## src/rtl/sqrt_pkg.sv

```systemverilog
// Shared sizing rules for the pipelined integer square root.
// Latency: n/a (elaboration-time helpers only).
// Backpressure: n/a.
//
// Package sqrt_pkg
//   sqrt_out_w : root width derived from the radicand width
//   sqrt_nstg  : pipeline depth (= latency in cycles)
//   sqrt_rem_w : width of the partial remainder carried between stages
package sqrt_pkg;

    // Root width: a W-bit radicand has a root of at most W/2 bits.
    function automatic int sqrt_out_w(input int in_w);
        return in_w / 2;
    endfunction

    // One stage resolves bps root bits, so depth is root width / bps.
    function automatic int sqrt_nstg(input int in_w, input int bps);
        return (in_w / 2) / bps;
    endfunction

    // Partial remainder never exceeds 2*q, but the shifted trial value
    // (r<<2 | pair) needs two more bits than the root.
    function automatic int sqrt_rem_w(input int out_w);
        return out_w + 2;
    endfunction

endpackage

```

## src/rtl/sqrt_stage.sv

```systemverilog
// One pipeline slot: BPS restoring square-root iterations then a register.
// Latency: 1 cycle.
// Backpressure: registers load only when i_adv is high, otherwise hold (bubbles too).
//
// Ports
//   clk, rst_n          : clock, synchronous active-low reset
//   i_adv               : global advance from the top-level handshake
//   i_vld/i_rad/i_rem/i_root : incoming slot (valid, unconsumed radicand
//                         bits left-aligned, partial remainder, partial root)
//   o_vld/o_rad/o_rem/o_root : registered slot after BPS more root bits
//
// With SQRT_REMAINDER_EN undefined the last stage keeps no remainder
// register; o_rem is then tied to zero.
module sqrt_stage
    import sqrt_pkg::*;
#(
    parameter int  IN_W  = 16,
    parameter int  BPS   = 1,
    parameter bit  LAST  = 1'b0,
    localparam int OUT_W = sqrt_out_w(IN_W),
    localparam int REM_W = sqrt_rem_w(OUT_W)
)(
    input  logic             clk,
    input  logic             rst_n,
    input  logic             i_adv,
    input  logic             i_vld,
    input  logic [IN_W-1:0]  i_rad,
    input  logic [REM_W-1:0] i_rem,
    input  logic [OUT_W-1:0] i_root,
    output logic             o_vld,
    output logic [IN_W-1:0]  o_rad,
    output logic [REM_W-1:0] o_rem,
    output logic [OUT_W-1:0] o_root
);

    typedef struct packed {
        logic [IN_W-1:0]  rad;
        logic [REM_W-1:0] rem;
        logic [OUT_W-1:0] root;
    } payload_t;

    payload_t           w_nxt;
    logic [REM_W-1:0]   w_r_sh;
    logic [REM_W-1:0]   w_q_sh;
    logic [REM_W:0]     w_t;

    // Restoring digit recurrence. The radicand is kept left-aligned so the
    // next pair is always the top two bits; shifting left consumes it.
    // Top bits dropped by the shifts are zero by the r <= 2q invariant.
    always_comb begin
        w_nxt.rad  = i_rad;
        w_nxt.rem  = i_rem;
        w_nxt.root = i_root;
        w_r_sh     = '0;
        w_q_sh     = '0;
        w_t        = '0;
        for (int k = 0; k < BPS; k++) begin
            w_r_sh    = (w_nxt.rem << 2) | REM_W'(w_nxt.rad[IN_W-1 -: 2]);
            w_q_sh    = (REM_W'(w_nxt.root) << 2) | REM_W'(1);
            // One extra MSB so the borrow shows up as a sign bit.
            w_t       = {1'b0, w_r_sh} - {1'b0, w_q_sh};
            w_nxt.rad = w_nxt.rad << 2;
            if (!w_t[REM_W]) begin
                w_nxt.rem  = w_t[REM_W-1:0];
                w_nxt.root = (w_nxt.root << 1) | OUT_W'(1);
            end else begin
                w_nxt.rem  = w_r_sh;
                w_nxt.root = w_nxt.root << 1;
            end
        end
    end

    logic             r_vld;
    logic [OUT_W-1:0] r_root;

    always_ff @(posedge clk) begin
        if (!rst_n) begin
            r_vld  <= 1'b0;
            r_root <= '0;
        end else if (i_adv) begin
            r_vld  <= i_vld;
            r_root <= w_nxt.root;
        end
    end

    assign o_vld  = r_vld;
    assign o_root = r_root;

    generate
        if (LAST) begin : g_last
            // Nothing downstream consumes radicand bits after the last stage.
            assign o_rad = '0;
`ifdef SQRT_REMAINDER_EN
            logic [REM_W-1:0] r_rem;
            logic             w_unused;

            always_ff @(posedge clk) begin
                if (!rst_n) begin
                    r_rem <= '0;
                end else if (i_adv) begin
                    r_rem <= w_nxt.rem;
                end
            end

            assign o_rem    = r_rem;
            assign w_unused = ^w_nxt.rad;
`else
            logic w_unused;

            assign o_rem    = '0;
            assign w_unused = ^{w_nxt.rad, w_nxt.rem};
`endif
        end else begin : g_mid
            logic [IN_W-1:0]  r_rad;
            logic [REM_W-1:0] r_rem;

            always_ff @(posedge clk) begin
                if (!rst_n) begin
                    r_rad <= '0;
                    r_rem <= '0;
                end else if (i_adv) begin
                    r_rad <= w_nxt.rad;
                    r_rem <= w_nxt.rem;
                end
            end

            assign o_rad = r_rad;
            assign o_rem = r_rem;
        end
    endgenerate

endmodule

```

## src/rtl/sqrt_pipe_param.sv

```systemverilog
// Fully pipelined floor(sqrt(x)), IN_W-bit radicand, BPS root bits per stage.
// Latency: NSTG = (IN_W/2)/BPS cycles, throughput one operand per cycle.
// Backpressure: whole pipe freezes while valid_o & ~ready_i; ready_o low exactly then.
//
// Ports
//   clk, rst_n        : clock, synchronous active-low reset
//   valor_i, valid_i  : radicand in, accepted when valid_i & ready_o
//   ready_o           : combinational, = ~valid_o | ready_i
//   root_o, valid_o   : root out, handed off when valid_o & ready_i
//   ready_i           : consumer ready
//   rem_o             : valor_i - root_o^2, present only with SQRT_REMAINDER_EN
// Optional macro: SQRT_REMAINDER_EN adds rem_o and the final remainder register.
module sqrt_pipe_param
    import sqrt_pkg::*;
#(
    parameter int  IN_W  = 16,
    parameter int  BPS   = 1,
    localparam int OUT_W = sqrt_out_w(IN_W),
    localparam int NSTG  = sqrt_nstg(IN_W, BPS),
    localparam int REM_W = sqrt_rem_w(OUT_W)
)(
    input  logic             clk,
    input  logic             rst_n,
    input  logic [IN_W-1:0]  valor_i,
    input  logic             valid_i,
    output logic             ready_o,
    output logic [OUT_W-1:0] root_o,
    output logic             valid_o,
    input  logic             ready_i
`ifdef SQRT_REMAINDER_EN
    ,
    output logic [OUT_W:0]   rem_o
`endif
);

    generate
        if ((IN_W % 2) != 0 || IN_W < 4 || IN_W > 32 ||
            !(BPS == 1 || BPS == 2 || BPS == 4) || (OUT_W % BPS) != 0) begin : g_param_err
            $error("sqrt_pipe_param: IN_W must be even in 4..32 and BPS in {1,2,4} dividing IN_W/2");
        end
    endgenerate

    // Slot k is the input of stage k; slot NSTG is the output register.
    logic             w_vld  [0:NSTG];
    logic [IN_W-1:0]  w_rad  [0:NSTG];
    logic [REM_W-1:0] w_rem  [0:NSTG];
    logic [OUT_W-1:0] w_root [0:NSTG];
    logic             w_adv;

    // Single global enable: no bubble collapsing, so a stall freezes every
    // slot and the accept-to-result distance stays exactly NSTG cycles.
    assign w_adv   = ~w_vld[NSTG] | ready_i;
    assign ready_o = w_adv;

    assign w_vld[0]  = valid_i;
    assign w_rad[0]  = valor_i;
    assign w_rem[0]  = '0;
    assign w_root[0] = '0;

    generate
        for (genvar g = 0; g < NSTG; g++) begin : g_stg
            sqrt_stage #(
                .IN_W (IN_W),
                .BPS  (BPS),
                .LAST (g == NSTG - 1)
            ) u_stage (
                .clk    (clk),
                .rst_n  (rst_n),
                .i_adv  (w_adv),
                .i_vld  (w_vld[g]),
                .i_rad  (w_rad[g]),
                .i_rem  (w_rem[g]),
                .i_root (w_root[g]),
                .o_vld  (w_vld[g+1]),
                .o_rad  (w_rad[g+1]),
                .o_rem  (w_rem[g+1]),
                .o_root (w_root[g+1])
            );
        end
    endgenerate

    assign valid_o = w_vld[NSTG];
    assign root_o  = w_root[NSTG];

`ifdef SQRT_REMAINDER_EN
    logic w_unused;

    // Final remainder is at most 2*root, so its top bit is always zero.
    assign rem_o    = w_rem[NSTG][OUT_W:0];
    assign w_unused = ^{w_rad[NSTG], w_rem[NSTG][REM_W-1]};
`else
    logic w_unused;

    assign w_unused = ^{w_rad[NSTG], w_rem[NSTG]};
`endif

endmodule

```

## config.mk

```make
export PLATFORM = sky130hd
export DESIGN_NAME = sqrt_pipe_param
export DESIGN_NICKNAME = d
export VERILOG_FILES = /design/src/rtl/sqrt_pkg.sv /design/src/rtl/sqrt_stage.sv /design/src/rtl/sqrt_pipe_param.sv
export SDC_FILE = /design/constraint.sdc
export NUM_CORES = 1
export LEC_CHECK = 0
export ABC_AREA = 1
export CAP_MARGIN = 10
export CORE_ASPECT_RATIO = 0.75
export CORE_MARGIN = 1
export CORE_UTILIZATION = 41
export DETAILED_ROUTE_END_ITERATION = 12
export PLACE_DENSITY_LB_ADDON = 0.2
export REMOVE_ABC_BUFFERS = 1
export SLEW_MARGIN = 20
export SYNTH_ARGS = -nofsm -noshare
export SYNTH_HDL_FRONTEND = slang
export SYNTH_SLANG_ARGS = --single-unit
```

## constraint.sdc

```tcl
create_clock -name clk -period 2 [get_ports clk]
set_input_delay 0.4 -clock clk [delete_from_list [all_inputs] [get_ports clk]]
set_output_delay 0.4 -clock clk [all_outputs]
set_load 0.005 [all_outputs]
```

==> results by group, run 1 <==
Status
  – Outcome: complete, no violations

Timing
  – Final WS setup: 0.186 ns
  – Fmax achieved: 0.551 GHz
  – Setup TNS: 0 ns
  – Count of final setup violators: 0
  – Max Clock Skew: 0.0128 ns
  – Final Max Tran Viols: 0
  – Final Hold Fails: 0
  – Worst-margin pin slew: 0.491 ns
  – RSZ-0062 raised after global routing: no
  – Post-layout minimum cycle time: 1.81 ns
  – Crit share post-route: 90.7%
  – Slew headroom: 67.2%

Synthesis
  – Sequential area share after synthesis: 41.0%
  – Async SR Flop Fraction: 0%
  – Syn_area_per_cell: 7.05 um^2
  – Count of cell types in the netlist: 33
  – Most used flip-flop cell after synthesis: dfxtp_1
  – Area contributors post-synth: dfxtp_1, o21ai_0, nand2_1
  – Number of synthesized flops with an enable pin: 0
  – Synth Cell Area: 0.00722 mm^2
  – Post-synth top area share: 41.0%
  – Leading area contributor after synthesis: dfxtp_1
  – Yosys reg bits: 148
  – Yosys warnings: 0
  – Mapped Cells: 1025

Power
  – Power, Total: 10.8 mW
  – Peak supply drop: 0.520 mV
  – Sw Pwr: 3.95 mW
  – Part of the power in the clock network: 30.8%
  – Seq pwr share: 34.3%
  – Int Pwr: 6.85 mW
  – Switching Fraction: 36.6%
  – Part of the power in combinational logic: 34.9%
  – Leakage power: 4.10 nW
  – PD cells: 1280 mW/mm^2

Layout
  – Final instance area: 0.00844 mm^2
  – Seq. cell area: 0.00296 mm^2
  – Layout cell share with drive strength beyond 1: 6.92%
  – Post-layout util: 49.6%
  – Total area of multi-input combinational cells: 0.00353 mm^2
  – Most frequent cells in the layout: nand2_1, dfxtp_1, inv_1
  – Ant. Diodes: 0
  – Layout area overhead: 16.9%
  – NumNets Final: 1097
  – Filler cells: 1738
  – Commonest non-fill, non-tap cell in the layout: nand2_1

Clock network
  – Worst-path clk slew: 0.06 ns
  – CTS tree: built
  – Root buf cell: clkbuf_16
  – Post-CTS setup buffer count: 0
  – Max H-tree Level: 4
  – Worst-Skew Late Latency: 0.43 ns
  – CTS Buffer Depth: 2
  – Cts bufs inserted: 17
  – CTS Sinks: 148

Run
  – Max cap viols: 0

Detailed routing
  – Initial drt markers: 388
  – Drt via density: 4.73
  – Residual DRC: 0
  – Routed WL per cell: 11.7 um
  – ANT nets after route: 0
  – Final WL: 15.1 mm
  – Vias: 6106
  – Drt first pass iters: 5

Setup path
  – Crit path kind: flop to flop
  – Worst setup SP type: flop
  – CP max FO: 9
  – R2r setup slk: 0.19 ns
  – Startpoint of the worst-slack reg-to-reg timing path: g_stg[3].u_stage.o_root[2]
  – Critical path arrival: 2.13 ns
  – Reg-to-Reg End: g_stg[4].u_stage.o_rem[4]
  – Crit. End Element: flop
  – WP data required: 2.32 ns
  – Cell depth of the worst flop-to-flop path: 12

Placement
  – Port Buffer Count: 29
  – Dpl hpwl: 10.5 mm
  – Placement Cell Area: 0.00780 mm^2
  – Setup WS pre-CTS: 0.121 ns
  – Gpl congestion: 0.832

Global route
  – Pin count of the biggest net entering global routing: 99
  – First-pass GRT wire length: 26.1 mm
  – Vias in the first global route: 5392
  – GRT Util Overall: 18.0%
  – Grt ovf: 0
  – Initial antenna violation count: 0

Floorplanning
  – Total die area: 0.0182 mm^2
  – Die height: 117 um
  – IO Pins: 30
  – Starting density of the core: 42.4%
  – Rows: 41
  – Core footprint: 0.0170 mm^2
  – Die width: 155 um

Min path
  – Hold Startpoint: rst_n
  – Worst hold stages: 3
  – Hold Path End: g_stg[6].u_stage.o_rem[4]
  – Worst min path class: input port to flop
routing by layer:
layer | routed length (um) | global-route usage (%) | vias to the layer above
met5 | 0 | 0 | -
met4 | 165 | 6.47 | 0
met3 | 540 | 3.09 | 12
met2 | 5950 | 25.6 | 95
met1 | 8470 | 27.1 | 2661
li1 | - | - | 3338
flip-flops by register name, indices dropped and copies added, names as in the netlist:
register,cells
g_stg.u_stage.o_rad,56
g_stg.u_stage.o_rem,48
g_stg.u_stage.o_root,36
g_stg.u_stage.o_vld,8
logic make-up after synthesis:
group,Yosys count,share of synthesized area [%]
buf+inv,192,10.5
flops,148,41.0
compound gates,252,18.4
simple gates,384,22.3
xor+xnor,14,1.70
fa+ha+maj,35,6.06
how the worst max path moves through the flow:
stage / slack (ns) / cells past startpoint / startpoint / to
after floorplan: -2.59 / 5 / ready_i / g_stg[6].u_stage.o_rem[4]
after global placement: 0.12 / 12 / g_stg[3].u_stage.o_root[3] / g_stg[4].u_stage.o_rem[4]
after detailed placement: 0.12 / 8 / ready_i / g_stg[6].u_stage.o_rem[7]
after CTS: 0.13 / 12 / g_stg[3].u_stage.o_root[3] / g_stg[4].u_stage.o_rem[4]
after global routing: 0.0008 / 12 / g_stg[5].u_stage.o_root[3] / g_stg[6].u_stage.o_rem[1]
final: 0.19 / 12 / g_stg[3].u_stage.o_root[2] / g_stg[4].u_stage.o_rem[4]
cell type report:
cell class,instances,area share (%)
inverters,142,6.34
clock inverters,14,2.13
multi-input cells,685,41.8
well taps,236,3.50
clock buffers,18,5.20
flip-flops and latches,148,35.1
repair buffers,48,5.96
power groups by stage:
stage	Combinational [mW]	Sequential (mW)	Clock [mW]
after floorplan	2.85	3.66	0
after global placement	3.64	3.76	0
after detailed placement	3.65	3.76	0
after CTS	3.68	3.70	3.41
after global routing	4.35	3.75	3.54
final	3.77	3.70	3.33
synth_stat cells (2+ instances only):
cell / n
a211oi_1: 2
a21o_1: 2
a21oi_1: 77
a21oi_2: 3
buf_2: 17
buf_6: 2
clkbuf_1: 29
dfxtp_1: 148
ha_1: 35
inv_1: 142
nand2_1: 171
nand2_2: 2
nand3_1: 43
nand3_2: 4
nand3b_1: 4
nand4_1: 9
nor2_1: 136
nor2_4: 2
nor3_1: 6
nor3_2: 2
o211ai_1: 4
o21a_1: 3
o21ai_0: 138
o21ai_1: 10
o21bai_1: 11
or2_2: 4
xnor2_1: 7
xor2_1: 7
critical path, stage by stage, from the launching register on:
cell and delay [ns]:
dfxtp_1 0.34, inv_1 0.06, ha_1 0.34, nand2_1 0.13
inv_1 0.05, nand2_1 0.06, nand2_1 0.10, nor2_4 0.19
nand2_4 0.11, o21ai_1 0.16, nand2_1 0.08, nand2_1 0.06
inv_1 0.03
per-stage QoR:
stage,hold WS [ns],instances
after floorplan,0.440,975
after global placement,0.450,1259
after detailed placement,0.452,1259
after CTS,0.369,1291
after global routing,0.405,1291
final,0.392,1291
repair_timing:
action,in CTS,in global routing
setup endpoints to repair,0,12
gates resized for setup,0,5
hold buffers,0,0
No activity file was read; power rests on OpenSTA's default activity.
==> inputs of run 2 (changes only) <==
--- a/config.mk
+++ b/config.mk
@@ -10,6 +10,7 @@
 export CORE_ASPECT_RATIO = 0.75
 export CORE_MARGIN = 1
 export CORE_UTILIZATION = 41
+export CTS_CLUSTER_DIAMETER = 50
 export DETAILED_ROUTE_END_ITERATION = 12
 export PLACE_DENSITY_LB_ADDON = 0.2
 export REMOVE_ABC_BUFFERS = 1
==> results of run 2 <==
The final DEF is identical to that of run 1; final timing and power are the same.
==> inputs of run 3 (changes only) <==
--- a/config.mk
+++ b/config.mk
@@ -14,7 +14,6 @@
 export DETAILED_ROUTE_END_ITERATION = 12
 export PLACE_DENSITY_LB_ADDON = 0.2
 export REMOVE_ABC_BUFFERS = 1
-export SLEW_MARGIN = 20
 export SYNTH_ARGS = -nofsm -noshare
 export SYNTH_HDL_FRONTEND = slang
 export SYNTH_SLANG_ARGS = --single-unit
==> results of run 3 <==
The final DEF is identical to that of run 1; final timing and power are the same.
